**src/rtl/mdr_rem_seq.sv**
```systemverilog
// Partial-remainder/product register and step sequencer for the radix-2 multi-cycle
// MULT/DIV/ROOT unit. Define MDR_REM_SIGNED_EN for signed (truncating) DIV.
module mdr_rem_seq #(
    parameter int DW = 8,
    parameter int CW = $clog2(DW + 1)
) (
    input  logic            clk,
    input  logic            rst,
    input  logic            clr,
    input  logic            start,
    input  logic [1:0]      op,
    input  logic [DW-1:0]   load_val,
    input  logic [DW-1:0]   alu_res,
    input  logic            alu_flag,
`ifdef MDR_REM_SIGNED_EN
    input  logic            dvs_neg,
`endif
    output logic [DW:0]     alu_opa,
    output logic [2*DW-1:0] rem_val,
    output logic [1:0]      rem_2lsb,
    output logic            rem_msb,
    output logic [DW/2-1:0] root_q,
    output logic            busy,
    output logic            done,
    output logic            err,
    output logic [CW-1:0]   step_cnt
);

    localparam logic [1:0] OP_MULT = 2'b00;
    localparam logic [1:0] OP_DIV  = 2'b01;
    localparam logic [1:0] OP_ROOT = 2'b10;
    localparam logic [1:0] OP_RSV  = 2'b11;

    localparam logic [CW-1:0] N_FULL = CW'(DW);
    localparam logic [CW-1:0] N_HALF = CW'(DW / 2);

    generate
        if (DW < 4 || (DW % 2) != 0) begin : g_bad_dw
            $error("mdr_rem_seq: DW must be even and >= 4");
        end
    endgenerate

`ifdef MDR_REM_SIGNED_EN
    typedef enum logic [1:0] {IDLE, RUN, FIX} state_t;
`else
    typedef enum logic [1:0] {IDLE, RUN} state_t;
`endif

    state_t          state, state_nxt;
    logic [2*DW-1:0] rem, rem_nxt;
    logic [DW/2-1:0] root_r, root_nxt;
    logic [CW-1:0]   cnt_r, cnt_nxt;
    logic [1:0]      op_r, op_nxt;
    logic            done_r, done_nxt;
    logic            err_r, err_nxt;

    logic [DW:0]     mult_sel;
    logic [2*DW-1:0] rem_step;
    logic [DW/2-1:0] root_step;
    logic [CW-1:0]   n_steps;
    logic            last_step;
    logic [DW-1:0]   load_mag;

`ifdef MDR_REM_SIGNED_EN
    logic          sgn_r, sgn_nxt;
    logic          dneg_r, dneg_nxt;
    logic          load_neg;
    logic [DW-1:0] fix_q, fix_r;

    // Only DIV operands are two's complement; MULT/ROOT load raw bits.
    assign load_neg = (op == OP_DIV) && load_val[DW-1];
    assign load_mag = load_neg ? -load_val : load_val;
    assign fix_q    = (sgn_r ^ dneg_r) ? -rem[DW-1:0] : rem[DW-1:0];
    assign fix_r    = sgn_r ? -rem[2*DW-1:DW] : rem[2*DW-1:DW];
`else
    assign load_mag = load_val;
`endif

    // ALU A operand is the only combinational output.
    always_comb begin
        case (op_r)
            OP_DIV:  alu_opa = rem[2*DW-1:DW-1];
            OP_ROOT: alu_opa = rem[2*DW-2:DW-2];
            default: alu_opa = {1'b0, rem[2*DW-1:DW]};
        endcase
    end

    // One radix-2 step: commit the ALU result or restore the shifted register.
    always_comb begin
        mult_sel  = rem[0] ? {alu_flag, alu_res} : {1'b0, rem[2*DW-1:DW]};
        rem_step  = rem;
        root_step = root_r;
        case (op_r)
            OP_DIV: begin
                if (alu_flag)
                    rem_step = {rem[2*DW-2:DW-1], rem[DW-2:0], 1'b0};
                else
                    rem_step = {alu_res, rem[DW-2:0], 1'b1};
            end
            OP_ROOT: begin
                rem_step  = {(alu_flag ? rem[2*DW-3:DW-2] : alu_res), rem[DW-3:0], 2'b00};
                root_step = {root_r[DW/2-2:0], ~alu_flag};
            end
            default: rem_step = {mult_sel, rem[DW-1:1]};
        endcase
    end

    assign n_steps   = (op_r == OP_ROOT) ? N_HALF : N_FULL;
    assign last_step = (cnt_r == n_steps - CW'(1));

    always_comb begin
        state_nxt = state;
        rem_nxt   = rem;
        root_nxt  = root_r;
        cnt_nxt   = cnt_r;
        op_nxt    = op_r;
        done_nxt  = 1'b0;
        err_nxt   = 1'b0;
`ifdef MDR_REM_SIGNED_EN
        sgn_nxt   = sgn_r;
        dneg_nxt  = dneg_r;
`endif
        if (clr) begin
            state_nxt = IDLE;
            rem_nxt   = '0;
            root_nxt  = '0;
            cnt_nxt   = '0;
        end else begin
            case (state)
                IDLE: begin
                    if (start) begin
                        if (op == OP_RSV) begin
                            err_nxt = 1'b1;
                        end else begin
                            state_nxt = RUN;
                            rem_nxt   = {{DW{1'b0}}, load_mag};
                            root_nxt  = '0;
                            cnt_nxt   = '0;
                            op_nxt    = op;
`ifdef MDR_REM_SIGNED_EN
                            sgn_nxt   = load_neg;
                            dneg_nxt  = dvs_neg;
`endif
                        end
                    end
                end
                RUN: begin
                    rem_nxt  = rem_step;
                    root_nxt = root_step;
                    cnt_nxt  = cnt_r + CW'(1);
                    if (last_step) begin
`ifdef MDR_REM_SIGNED_EN
                        if (op_r == OP_DIV) begin
                            state_nxt = FIX;
                        end else begin
                            state_nxt = IDLE;
                            done_nxt  = 1'b1;
                        end
`else
                        state_nxt = IDLE;
                        done_nxt  = 1'b1;
`endif
                    end
                end
`ifdef MDR_REM_SIGNED_EN
                FIX: begin
                    rem_nxt   = {fix_r, fix_q};
                    state_nxt = IDLE;
                    done_nxt  = 1'b1;
                end
`endif
                default: state_nxt = IDLE;
            endcase
        end
    end

    always_ff @(posedge clk or negedge rst) begin
        if (!rst) state <= IDLE;
        else      state <= state_nxt;
    end

    always_ff @(posedge clk or negedge rst) begin
        if (!rst) begin
            rem    <= '0;
            root_r <= '0;
            cnt_r  <= '0;
            op_r   <= OP_MULT;
            done_r <= 1'b0;
            err_r  <= 1'b0;
`ifdef MDR_REM_SIGNED_EN
            sgn_r  <= 1'b0;
            dneg_r <= 1'b0;
`endif
        end else begin
            rem    <= rem_nxt;
            root_r <= root_nxt;
            cnt_r  <= cnt_nxt;
            op_r   <= op_nxt;
            done_r <= done_nxt;
            err_r  <= err_nxt;
`ifdef MDR_REM_SIGNED_EN
            sgn_r  <= sgn_nxt;
            dneg_r <= dneg_nxt;
`endif
        end
    end

    assign rem_val  = rem;
    assign rem_2lsb = rem[1:0];
    assign rem_msb  = rem[2*DW-1];
    assign root_q   = root_r;
    assign busy     = (state != IDLE);
    assign done     = done_r;
    assign err      = err_r;
    assign step_cnt = cnt_r;

endmodule

```
**config.mk**
```make
export PLATFORM = sky130hd
export DESIGN_NAME = mdr_rem_seq
export DESIGN_NICKNAME = d
export VERILOG_FILES = /design/src/rtl/mdr_rem_seq.sv
export SDC_FILE = /design/constraint.sdc
export NUM_CORES = 1
export LEC_CHECK = 0
export ABC_CLOCK_PERIOD_IN_PS = 4900
export BUFFER_PORTS_ARGS = -buffer_cell sky130_fd_sc_hd__buf_2
export CAP_MARGIN = 20
export CORE_UTILIZATION = 42
export DETAILED_ROUTE_END_ITERATION = 12
export PLACE_DENSITY = 0.65
export SETUP_SLACK_MARGIN = 0.3
export SYNTH_ARGS = -nofsm -noshare
export SYNTH_HDL_FRONTEND = slang
export SYNTH_SLANG_ARGS = --single-unit
```
**constraint.sdc**
```tcl
create_clock -name clk -period 4.9 [get_ports clk]
set_input_delay 0.98 -clock clk [delete_from_list [all_inputs] [get_ports clk]]
set_output_delay 0.98 -clock clk [all_outputs]
set_load 0.02 [all_outputs]
```
==> run metrics, run 1 <==
kind of start point of the critical path=flop; PwrDens=roughly 370 mW/mm²; grt total ovfl=0; R2R Setup Slk=2800 ps; Worst Hold End=root_q[3]; root buf cell=clkbuf_8; clock tree buffer depth=2; fin nets=270; largest net degree at the start of global routing=41; non-filler cells, final=~300; GPL Wtd Cong=0.8258; Hold Buf Count CTS=0; ANT nets after route=0; ys flop type=dfrtp_1; Tcrit/Tclk final=0.6143; worst rel slew slack=0.3922; final hold violation count=0; DR vias=between 1500 and 2000; Final Skew=6.518 ps; Filler cells=about 420; library cells used by synthesis=39; H-tree levels=2; All-Layer GR Usage=0.2197; final setup fails=0; first-pass GRT wire length=around 8500 µm; Die Wd=between 70 and 80 µm; Yosys top cell area share=0.3720; IO Count=between 60 and 70; DRT Pass-1 Iters=4; crit path time final=around 3000 ps; cts repair resizes=0; Syn Inst Count=~200; initial DRC count=~140; initial core utilization=0.4419; DRC Markers=0; Post-Syn Nets=approximately 220; Hold Crit Class=flop to flop; share of post-route cells with drive strength above 1=0.3279; final critical-path setup slack=~1900 ps; Critical Path End Type=primary output; placed cell count=~290; Clock Latency Late Sink=280 ps; Max Freq=between 300 and 400 MHz; average routed wire per standard cell=~17 µm; Clock transition at path regs=60 ps; Die ar.=between 0.004 and 0.005 mm²; DP Area=between 0.002 and 0.0025 mm²; Area Growth Syn to Fin=17.77%; min-delay src=root_q[3]; Worst R2R Path Depth=5; top cells by area, synth=dfrtp_1 37%, a22o_1 9.4%, o41ai_2 4.2%; synth cell count leaders=29 x dfrtp_1, 21 x a22o_1, 15 x nand2_1; Max Cap Violations=0; pre-CTS WS=2085 ps; via count of the first global-routing pass=between 1500 and 2000; Post-synth EDFFs=0; Worst R2R End=rem_val[0]; YS warnings=0; Final TNS setup=0 ps; post-CTS setup buffers=0; Crit path arrival time=2030 ps; initial antenna violation count=0; syn_area_per_cell=9.902 µm²; Peak VDD IR=about 0.17 mV; Sink Count=29; post-route cell area=between 0.002 and 0.0025 mm²; critical path start-end classification=flop to primary output; outcome=completed; WP data required=between 3000 and 4000 ps; RSZ-0062 raised after global routing=no; core region area=~0.0044 mm²; Avg Vias per Cell=about 6.1; Post-Synthesis Cell Area=between 0.0015 and 0.002 mm²; die extent in y=about 70 µm; Slew Limit Fails=0; Crit Path Max Fanout=26; Hold Path Depth=1; r2r startpoint=op_r[1]; Slew @ Worst Pin=~910 ps; Post-Route WL=between 5000 and 6000 µm; Yosys reg bits=29; most frequent cell after synthesis=dfrtp_1; Buffers on Ports=slightly above 60; Post-synth ARST share=1.000; CTS Buf Count=5; CTS tree=yes; DPL Wire Length=around 3300 µm; FP Rows=24; # diodes=0; cell taking the most area after synthesis=dfrtp_1; Pleak=~0.0011 µW; sequential share of the synthesized area=0.3720
[per-stage QoR]
stage,util,power [µW],hold WS [ps]
after detailed placement,0.4955,637.7,483.0
after global placement,0.4955,638.3,484.2
after CTS,0.5142,829.3,499.5
after global routing,0.5204,901.2,503.4
final,0.5204,847.7,502.7
after floorplan,-,555.5,489.0
[layout make-up]
| cell class | count | area [µm²] | share of cell area |
|---|---|---|---|
| multi-input cells | 142 | 1080 | 0.4700 |
| clock inverters | 2 | 10.01 | 0.004357 |
| flip-flops and latches | 29 | 725.7 | 0.3159 |
| repair buffers | 62 | 332.8 | 0.1449 |
| well taps | 52 | 65.06 | 0.02832 |
| inverters | 3 | 11.26 | 0.004902 |
| clock buffers | 6 | 72.57 | 0.03159 |
[kinds of logic (layout without fill, tap and decap cells)]
| kind of cell | count (synthesis) | in the layout | share of synthesized area |
|---|---|---|---|
| and+or+nand+nor | 40 | 40 | 0.1033 |
| DFF | 29 | 29 | 0.3720 |
| buffers and inverters | 26 | 73 | 0.07440 |
| muxes | 9 | 9 | 0.04747 |
| xor gates and xnor gates | 2 | 2 | 0.008982 |
| adders and majority gates | 4 | 4 | 0.02566 |
| AOI/OAI and AO/OA | 87 | 87 | 0.3682 |
[layout by cell type (no fill, tap or decap), types with 2 or more instances in the layout]
cell type	n
a21oi_1	9
a221o_1	8
a221oi_1	5
a22o_1	21
a22oi_1	10
a31oi_1	2
a32o_1	3
buf_2	61
clkbuf_8	5
clkinv_2	2
dfrtp_1	29
ha_1	4
inv_1	3
mux2_2	2
mux2i_1	7
nand2_1	15
nand2b_1	2
nand3_1	8
nor2_1	6
nor2b_1	3
o21ai_0	9
o22a_1	2
o22ai_1	4
o2bb2ai_1	3
o41ai_2	5
xnor2_1	2
[critical path: stages (launching register included)]
cell	delay [ps]
dfrtp_1	410
inv_1	80
ha_1	750
a22oi_1	130
o21ai_0	190
buf_2	190
[power breakdown]
group	switching, µW	internal (µW)	leakage (µW)	total, µW
Sequential	50.5	264	0.000388	315
Combinational	202	141	0.000668	343
Clock	91.8	98.1	0.0000450	190
[routing by layer]
layer / share of wire / track usage / wire length [µm]
met5: 0 / 0 / 0
met2: 0.44 / 0.3312 / 2219
met4: 0.012 / 0.06667 / 61
met1: 0.47 / 0.3124 / 2363
met3: 0.078 / 0.05195 / 393
[registers in the layout, indices dropped and copies added, names as in the netlist]
signal	count
err	1
root_q	4
rem_val	16
state	1
step_cnt	4
done	1
op_r	2
[worst max path at each step]
stage	from	end	slack, ps	cells past startpoint
6_report	op_r[1]	alu_opa[0]	1890	5
3_5_place_dp	op_r[0]	alu_opa[6]	2090	4
5_1_grt	op_r[1]	alu_opa[2]	1640	5
4_1_cts	op_r[0]	alu_opa[6]	1780	4
2_1_floorplan	op_r[1]	alu_opa[6]	2260	7
3_3_place_gp	op_r[0]	alu_opa[4]	2120	4
Power figures use the tool's default switching activity.
==> inputs of run 2 (changes only) <==
--- a/config.mk
+++ b/config.mk
@@ -5,12 +5,13 @@
 export SDC_FILE = /design/constraint.sdc
 export NUM_CORES = 1
 export LEC_CHECK = 0
-export ABC_CLOCK_PERIOD_IN_PS = 4900
+export ABC_AREA = 1
+export ABC_CLOCK_PERIOD_IN_PS = 2900
 export BUFFER_PORTS_ARGS = -buffer_cell sky130_fd_sc_hd__buf_2
 export CAP_MARGIN = 20
 export CORE_UTILIZATION = 42
 export DETAILED_ROUTE_END_ITERATION = 12
-export PLACE_DENSITY = 0.65
+export PLACE_DENSITY = 0.64
 export SETUP_SLACK_MARGIN = 0.3
 export SYNTH_ARGS = -nofsm -noshare
 export SYNTH_HDL_FRONTEND = slang
==> constraint.sdc (replaced) <==
create_clock -name clk -period 2.9 [get_ports clk]
set_input_delay 0.58 -clock clk [delete_from_list [all_inputs] [get_ports clk]]
set_output_delay 0.58 -clock clk [all_outputs]
set_load 0.02 [all_outputs]
==> run 2 against run 1 <==
Net effect: hold slack worse by 170 ps; non-clock buffer count is 11 higher; wire length is 11% higher; global-route usage is 1.2 points higher; sequential power is 57% higher; synthesized cell count is 59% higher; critical endpoint is now alu_opa[7].
==> run metrics, run 2 <==
outcome=completed (unchanged); most frequent cell after synthesis=nand2_1 (was dfrtp_1); CTS tree=yes (unchanged); core region area=0.004723 mm² (was 0.004414 mm²); Avg Vias per Cell=5.070 (was 6.149); Max Freq=416.1 MHz; fin util=0.5372 (was 0.5204); top cells by area, synth=dfrtp_1 35%, nand2_1 23%, a21oi_1 5.1% (was dfrtp_1 37%, a22o_1 9.4%, o41ai_2 4.2%); GPL Wtd Cong=0.8385 (was 0.8258); Max Cap Violations=0 (unchanged); Die ar.=0.005163 mm² (was 0.004921 mm²); Slew Limit Fails=0 (unchanged); first-pass GRT wire length=9349 µm (was 8549 µm); DR vias=2246 (was 1820); Slew @ Worst Pin=676.8 ps (was 911.7 ps); largest net degree at the start of global routing=30 (was 41); sequential share of the synthesized area=0.3541 (was 0.3720); Post-Syn Nets=341 (was 224); ANT nets after route=0 (unchanged); fin nets=402 (was 270); Sink Count=29 (unchanged); initial DRC count=144 (was 142); grt total ovfl=0 (unchanged); FF+latch area=725.7 µm² (unchanged); internal power=958.1 µW (was 503.1 µW); DRT Pass-1 Iters=5 (was 4); Post-Synthesis Cell Area=0.002049 mm² (was 0.001951 mm²); library cells used by synthesis=28 (was 39); H-tree levels=2 (unchanged); Comb power frac=0.404 (was 0.405); cell taking the most area after synthesis=dfrtp_1 (unchanged); most common cell after layout, fill and taps aside=nand2_1 (was buf_2); Syn Inst Count=314 (was 197); most frequent cells in the layout=128 x nand2_1, 61 x buf_2, 29 x dfrtp_1, 27 x inv_1, 21 x a21oi_1 (was 61 x buf_2, 29 x dfrtp_1, 21 x a22o_1, 15 x nand2_1, 10 x a22oi_1); Crit path arrival time=1820 ps (was 2030 ps); Hold Buf Count CTS=0 (unchanged); Crit Path Max Fanout=13 (was 26); initial antenna violation count=0 (unchanged); via count of the first global-routing pass=2032 (was 1648); kind of start point of the critical path=flop (unchanged); WP data required=2320 ps (was 3920 ps); # diodes=0 (unchanged); clock tree buffer depth=2 (unchanged); total power=1557 µW (was 847.7 µW); YS warnings=0 (unchanged); sw frac=0.3845 (was 0.4065); Final Skew=5.068 ps (was 6.518 ps); multi-input logic area=0.001096 mm² (was 0.001080 mm²); Yosys top cell area share=0.3541 (was 0.3720); Final TNS setup=0 ps (unchanged); Peak VDD IR=0.3013 mV (was 0.1700 mV); Post-Route WL=5611 µm (was 5037 µm); clock power share=0.279 (was 0.224); Net Sw Power=598.6 µW (was 344.5 µW); synth cell count leaders=128 x nand2_1, 29 x dfrtp_1, 28 x inv_1 (was 29 x dfrtp_1, 21 x a22o_1, 15 x nand2_1); Post-synth EDFFs=0 (unchanged); FP Rows=25 (was 24); All-Layer GR Usage=0.2320 (was 0.2197); Filler cells=499 (was 424); pre-CTS WS=729.0 ps (was 2085 ps); average routed wire per standard cell=12.67 µm (was 17.02 µm); IO Count=62 (unchanged); Reg power frac=0.317 (was 0.371); worst rel slew slack=0.5488 (was 0.3922); Post-synth ARST share=1.000 (unchanged); placed cell count=428 (was 287); root buf cell=clkbuf_8 (unchanged); Yosys reg bits=29 (unchanged); final critical-path setup slack=497.0 ps (was 1890 ps); Largest register FFs=16 (unchanged); RSZ-0062 raised after global routing=no (unchanged); syn_area_per_cell=6.527 µm² (was 9.902 µm²); Area Growth Syn to Fin=23.81% (was 17.77%); PwrDens=613.5 mW/mm² (was 369.0 mW/mm²); die extent in y=71.86 µm (was 70.15 µm); Pleak=0.001389 µW (was 0.001101 µW); Buffers on Ports=61 (unchanged); DRC Markers=0 (unchanged); CTS Buf Count=5 (unchanged); critical path start-end classification=flop to primary output (unchanged); Tcrit/Tclk final=0.8286; crit path time final=~2400 ps; Critical Path End Type=primary output (unchanged); DPL Wire Length=3924 µm (was 3294 µm); final hold violation count=0 (unchanged); ys flop type=dfrtp_1 (unchanged); Clock Latency Late Sink=280 ps (about the same); Die Wd=71.86 µm (was 70.15 µm); Clock transition at path regs=60 ps (about the same); Hold Crit Class=input pin to async pin (was flop to flop); share of post-route cells with drive strength above 1=0.2394 (was 0.3279); final setup fails=0 (unchanged); initial core utilization=0.4339 (was 0.4419); non-filler cells, final=443 (was 296)
-- run 2: cell types whose count changed in the layout (fill, tap and decap cells not counted), moves of 7 or more --
cell | previous run | this run
inv_1 | 3 | 27
o21ai_0 | 9 | 20
a22oi_1 | 10 | 1
nand3_1 | 8 | 15
mux2i_1 | 7 | 0
a221o_1 | 8 | 0
o22ai_1 | 4 | 15
buf_4 | 0 | 12
nor2_1 | 6 | 13
a21oi_1 | 9 | 21
nand2_1 | 15 | 128
a22o_1 | 21 | 0
-- run 2: logic make-up after synthesis --
| logic type | after synthesis | share of synthesized area |
|---|---|---|
| flip-flops | 29 | 0.3541 |
| AND/OR/NAND/NOR | 164 | 0.3242 |
| AO/OA/AOI/OAI | 66 | 0.1819 |
| buffers and inverters | 50 | 0.1111 |
| adder cells (fa/ha/maj) | 4 | 0.02442 |
| XOR/XNOR | 1 | 0.004274 |
-- run 2: timing repair --
action	4_1_cts	5_1_grt
buffers inserted	0	7
gates resized for setup	0	1
endpoints found under the setup margin	0	1
-- run 2: final timing paths --
check                               start          end  slack [ps]  cells after the start
worst max register to register    op_r[0]   rem_val[8]        1100                     10
max in group asynchronous             rst  step_cnt[3]        2130                      1
worst min register to register  root_q[3]    root_q[3]         490                      2
worst max-delay path              op_r[0]   alu_opa[7]         500                      6
worst min-delay path                  rst  rem_val[10]         340                      1
min in group clk                root_q[3]    root_q[3]         490                      2
-- run 2: critical path, stage by stage, from the launching register on --
cell        delay [ps]
dfrtp_1            340
inv_1               80
ha_1               350
clkinvlp_4         190
buf_4              220
o21ai_0            170
buf_2              190
-- run 2: metrics by stage --
step / hold slack (ps) / cell area, µm²
6_report: 335.7 / 2537
5_1_grt: 386.1 / 2537
4_1_cts: 361.9 / 2481
3_5_place_dp: 473.8 / 2365
3_3_place_gp: 482.6 / 2365
2_1_floorplan: 284.4 / 2049
-- run 2: cell type report --
cell class              count  area share
inverters                  31     0.04734
multi-input cells         235      0.4320
clock inverters             1     0.01183
well taps                  67     0.03304
repair buffers             73      0.1558
clock buffers               7     0.03402
flip-flops and latches     29      0.2860
-- run 2: power by group through the flow --
stage	logic (µW)	clock network, µW	registers, µW
after floorplan	367	0	535
after global placement	564	0	500
after detailed placement	567	0	501
after CTS	570	441	493
after global routing	701	457	501
final	629	434	493
-- run 2: metal layers --
layer	track usage	routed length, µm
met5	0	0
met4	0.08279	125
met3	0.05063	263
met2	0.3648	2588
met1	0.3153	2634
==> inputs of run 3 (changes only) <==
--- a/config.mk
+++ b/config.mk
@@ -5,13 +5,13 @@
 export SDC_FILE = /design/constraint.sdc
 export NUM_CORES = 1
 export LEC_CHECK = 0
-export ABC_AREA = 1
-export ABC_CLOCK_PERIOD_IN_PS = 2900
+export ABC_AREA = 0
+export ABC_CLOCK_PERIOD_IN_PS = 2140
 export BUFFER_PORTS_ARGS = -buffer_cell sky130_fd_sc_hd__buf_2
 export CAP_MARGIN = 20
 export CORE_UTILIZATION = 42
 export DETAILED_ROUTE_END_ITERATION = 12
-export PLACE_DENSITY = 0.64
+export PLACE_DENSITY = 0.68
 export SETUP_SLACK_MARGIN = 0.3
 export SYNTH_ARGS = -nofsm -noshare
 export SYNTH_HDL_FRONTEND = slang
==> constraint.sdc (replaced) <==
create_clock -name clk -period 2.14 [get_ports clk]
set_input_delay 0.428 -clock clk [delete_from_list [all_inputs] [get_ports clk]]
set_output_delay 0.428 -clock clk [all_outputs]
set_load 0.02 [all_outputs]
==> run 3 against run 2 <==
Net effect: clock power rose by 35%; power rose by 55%; worst setup slack got worse by 270 ps; sequential cell count did not move; critical path depth fell by 1; wire length fell by 4.6%; hold slack got worse by 170 ps; largest power group unchanged; sequential power rose by 47%; clock-buffer cell count did not move; global-route usage fell by 1.1 points.
==> run metrics, run 3 (same netlist as run 1, synthesis figures left out) <==
Post-Route WL=5355 µm (was 5611 µm); DRC Markers=0 (unchanged); DPL Wire Length=3450 µm (was 3924 µm); All-Layer GR Usage=0.2205 (was 0.2320); ANT nets after route=0 (unchanged); initial antenna violation count=0 (unchanged); first-pass GRT wire length=8514 µm (was 9349 µm); Critical Path End Type=primary output (unchanged); Slew Limit Fails=0 (unchanged); clock power share=0.242 (was 0.279); Reg power frac=0.300 (was 0.317); crit path time final=around 1900 ps; fin util=0.5989 (was 0.5372); Pleak=0.001235 µW (was 0.001389 µW); IO Count=62 (unchanged); final hold violation count=0 (unchanged); CTS tree=yes (unchanged); Hold Crit Class=input pin to async pin (unchanged); H-tree levels=2 (unchanged); # diodes=0 (unchanged); critical path start-end classification=flop to primary output (unchanged); Crit Path Max Fanout=6 (was 13); FP Rows=24 (was 25); clock tree buffer depth=2 (unchanged); Max Cap Violations=0 (unchanged); Clock Latency Late Sink=280 ps (about the same); Comb power frac=0.458 (was 0.404); DRT Pass-1 Iters=4 (was 5); pre-CTS WS=153.8 ps (was 729.0 ps); internal power=1526 µW (was 958.1 µW); via count of the first global-routing pass=1741 (was 2032); most common cell after layout, fill and taps aside=buf_2 (was nand2_1); Crit path arrival time=1480 ps (was 1820 ps); sw frac=0.3692 (was 0.3845); fin nets=287 (was 402); Die ar.=0.004921 mm² (was 0.005163 mm²); post-route cell area=0.002644 mm² (was 0.002537 mm²); Peak VDD IR=0.3996 mV (was 0.3013 mV); Clock transition at path regs=60 ps (about the same); WP data required=1710 ps (was 2320 ps); worst rel slew slack=0.5676 (was 0.5488); final hold slack=167.3 ps (was 335.7 ps); Area Growth Syn to Fin=35.54% (was 23.81%); PwrDens=915.2 mW/mm² (was 613.5 mW/mm²); outcome=completed (unchanged); DP Area=0.002285 mm² (was 0.002365 mm²); share of post-route cells with drive strength above 1=0.4559 (was 0.2394); grt total ovfl=0 (unchanged); r2r startpoint=op_r[0] (unchanged); root buf cell=clkbuf_8 (unchanged); Max Freq=between 500 and 600 MHz; Sink Count=29 (unchanged); Net Sw Power=893.3 µW (was 598.6 µW); Buffers on Ports=61 (unchanged); DR vias=1934 (was 2246); R2R Setup Slk=300 ps (was 1100 ps); most frequent cells in the layout=52 x buf_2, 28 x dfrtp_1, 21 x a22o_1, 16 x buf_4 (was 128 x nand2_1, 61 x buf_2, 29 x dfrtp_1, 27 x inv_1, 21 x a21oi_1); Tcrit/Tclk final=0.8921; average routed wire per standard cell=17.11 µm (was 12.67 µm); CTS Buf Count=5 (unchanged); Worst R2R Path Depth=7 (was 10); largest net degree at the start of global routing=30 (unchanged); Final TNS setup=0 ps (unchanged); Worst setup endpoint=alu_opa[7] (unchanged); final setup fails=0 (unchanged); initial core utilization=0.4419 (was 0.4339); Final Skew=5.352 ps (was 5.068 ps); Slew @ Worst Pin=648.6 ps (was 676.8 ps); Worst R2R End=rem_val[3] (was rem_val[8]); final critical-path setup slack=230.9 ps (was 497.0 ps); Die Wd=70.15 µm (was 71.86 µm); GPL Wtd Cong=0.8033 (was 0.8385); kind of start point of the critical path=flop (unchanged); initial DRC count=127 (was 144); Avg Vias per Cell=6.179 (was 5.070); die extent in y=70.15 µm (was 71.86 µm); RSZ-0062 raised after global routing=yes (was no); Setup crit start=op_r[1] (was op_r[0]); core region area=0.004414 mm² (was 0.004723 mm²); Largest register FFs=16 (unchanged)
==> run 3: cell count changes in the layout (fill, tap and decap cells not counted), sizes merged, moves of 7 or more <==
cell,before,now
nand2,130,15
mux2i,0,7
a22oi,1,10
nand3,15,8
o21ai,23,9
inv,30,3
o22ai,15,4
nor2,15,7
a21oi,21,9
a22o,0,21
a221o,0,8
==> run 3: power by group through the flow <==
stage	clock [µW]	sequential (µW)	combinational [µW]
after floorplan	0	748	567
after global placement	0	723	829
after detailed placement	0	724	832
after CTS	602	718	1000
after global routing	623	737	1190
final	586	726	1110
==> run 3: final cells by class <==
type / instances / area [µm²]
Fill cell: 386 / 1770
Clock buffer: 7 / 86.33
Clock inverter: 1 / 30.03
Timing Repair Buffer: 79 / 543.0
Inverter: 3 / 11.26
Sequential cell: 29 / 726.9
Multi-Input combinational cell: 142 / 1181
Tap cell: 52 / 65.06
==> run 3: how the worst min path moves through the flow <==
stage / startpoint / endpoint / slack [ps] / cells past startpoint
floorplan: rst / done / 130 / 0
global placement: root_q[3] / root_q[3] / 480 / 1
detailed placement: root_q[3] / root_q[3] / 480 / 1
CTS: rst / root_q[3] / 190 / 1
global route: rst / root_q[3] / 220 / 1
finish: rst / root_q[3] / 170 / 1
==> run 3: repair_timing <==
item                                    4_1_cts  5_1_grt
endpoints found under the setup margin       17       16
cloned                                        1        1
resized for setup                            23       13
pin swaps                                     5        2
hold buffers                                  0        0
buffers inserted                              7        2
==> run 3: critical path, stage by stage (launching register included) <==
cell	delay (ps)
dfrtp_2	440
ha_4	350
clkbuf_16	170
nand2_2	50
o21ai_2	60
buf_6	130
==> run 3: routing by layer <==
layer  wire, µm  up-vias  track usage  part of all wire
li1           -      902            -                 -
met1       2360      939       0.3022              0.44
met2       2555       85       0.3419              0.48
met3        374        8      0.04906             0.070
met4         63        0      0.08000             0.012
met5          0        -            0                 0
==> run 3: metrics by stage <==
stage / power, µW / instances
2_1_floorplan: 1315 / 197
3_3_place_gp: 1552 / 294
3_5_place_dp: 1556 / 294
4_1_cts: 2323 / 310
5_1_grt: 2549 / 313
6_report: 2420 / 313
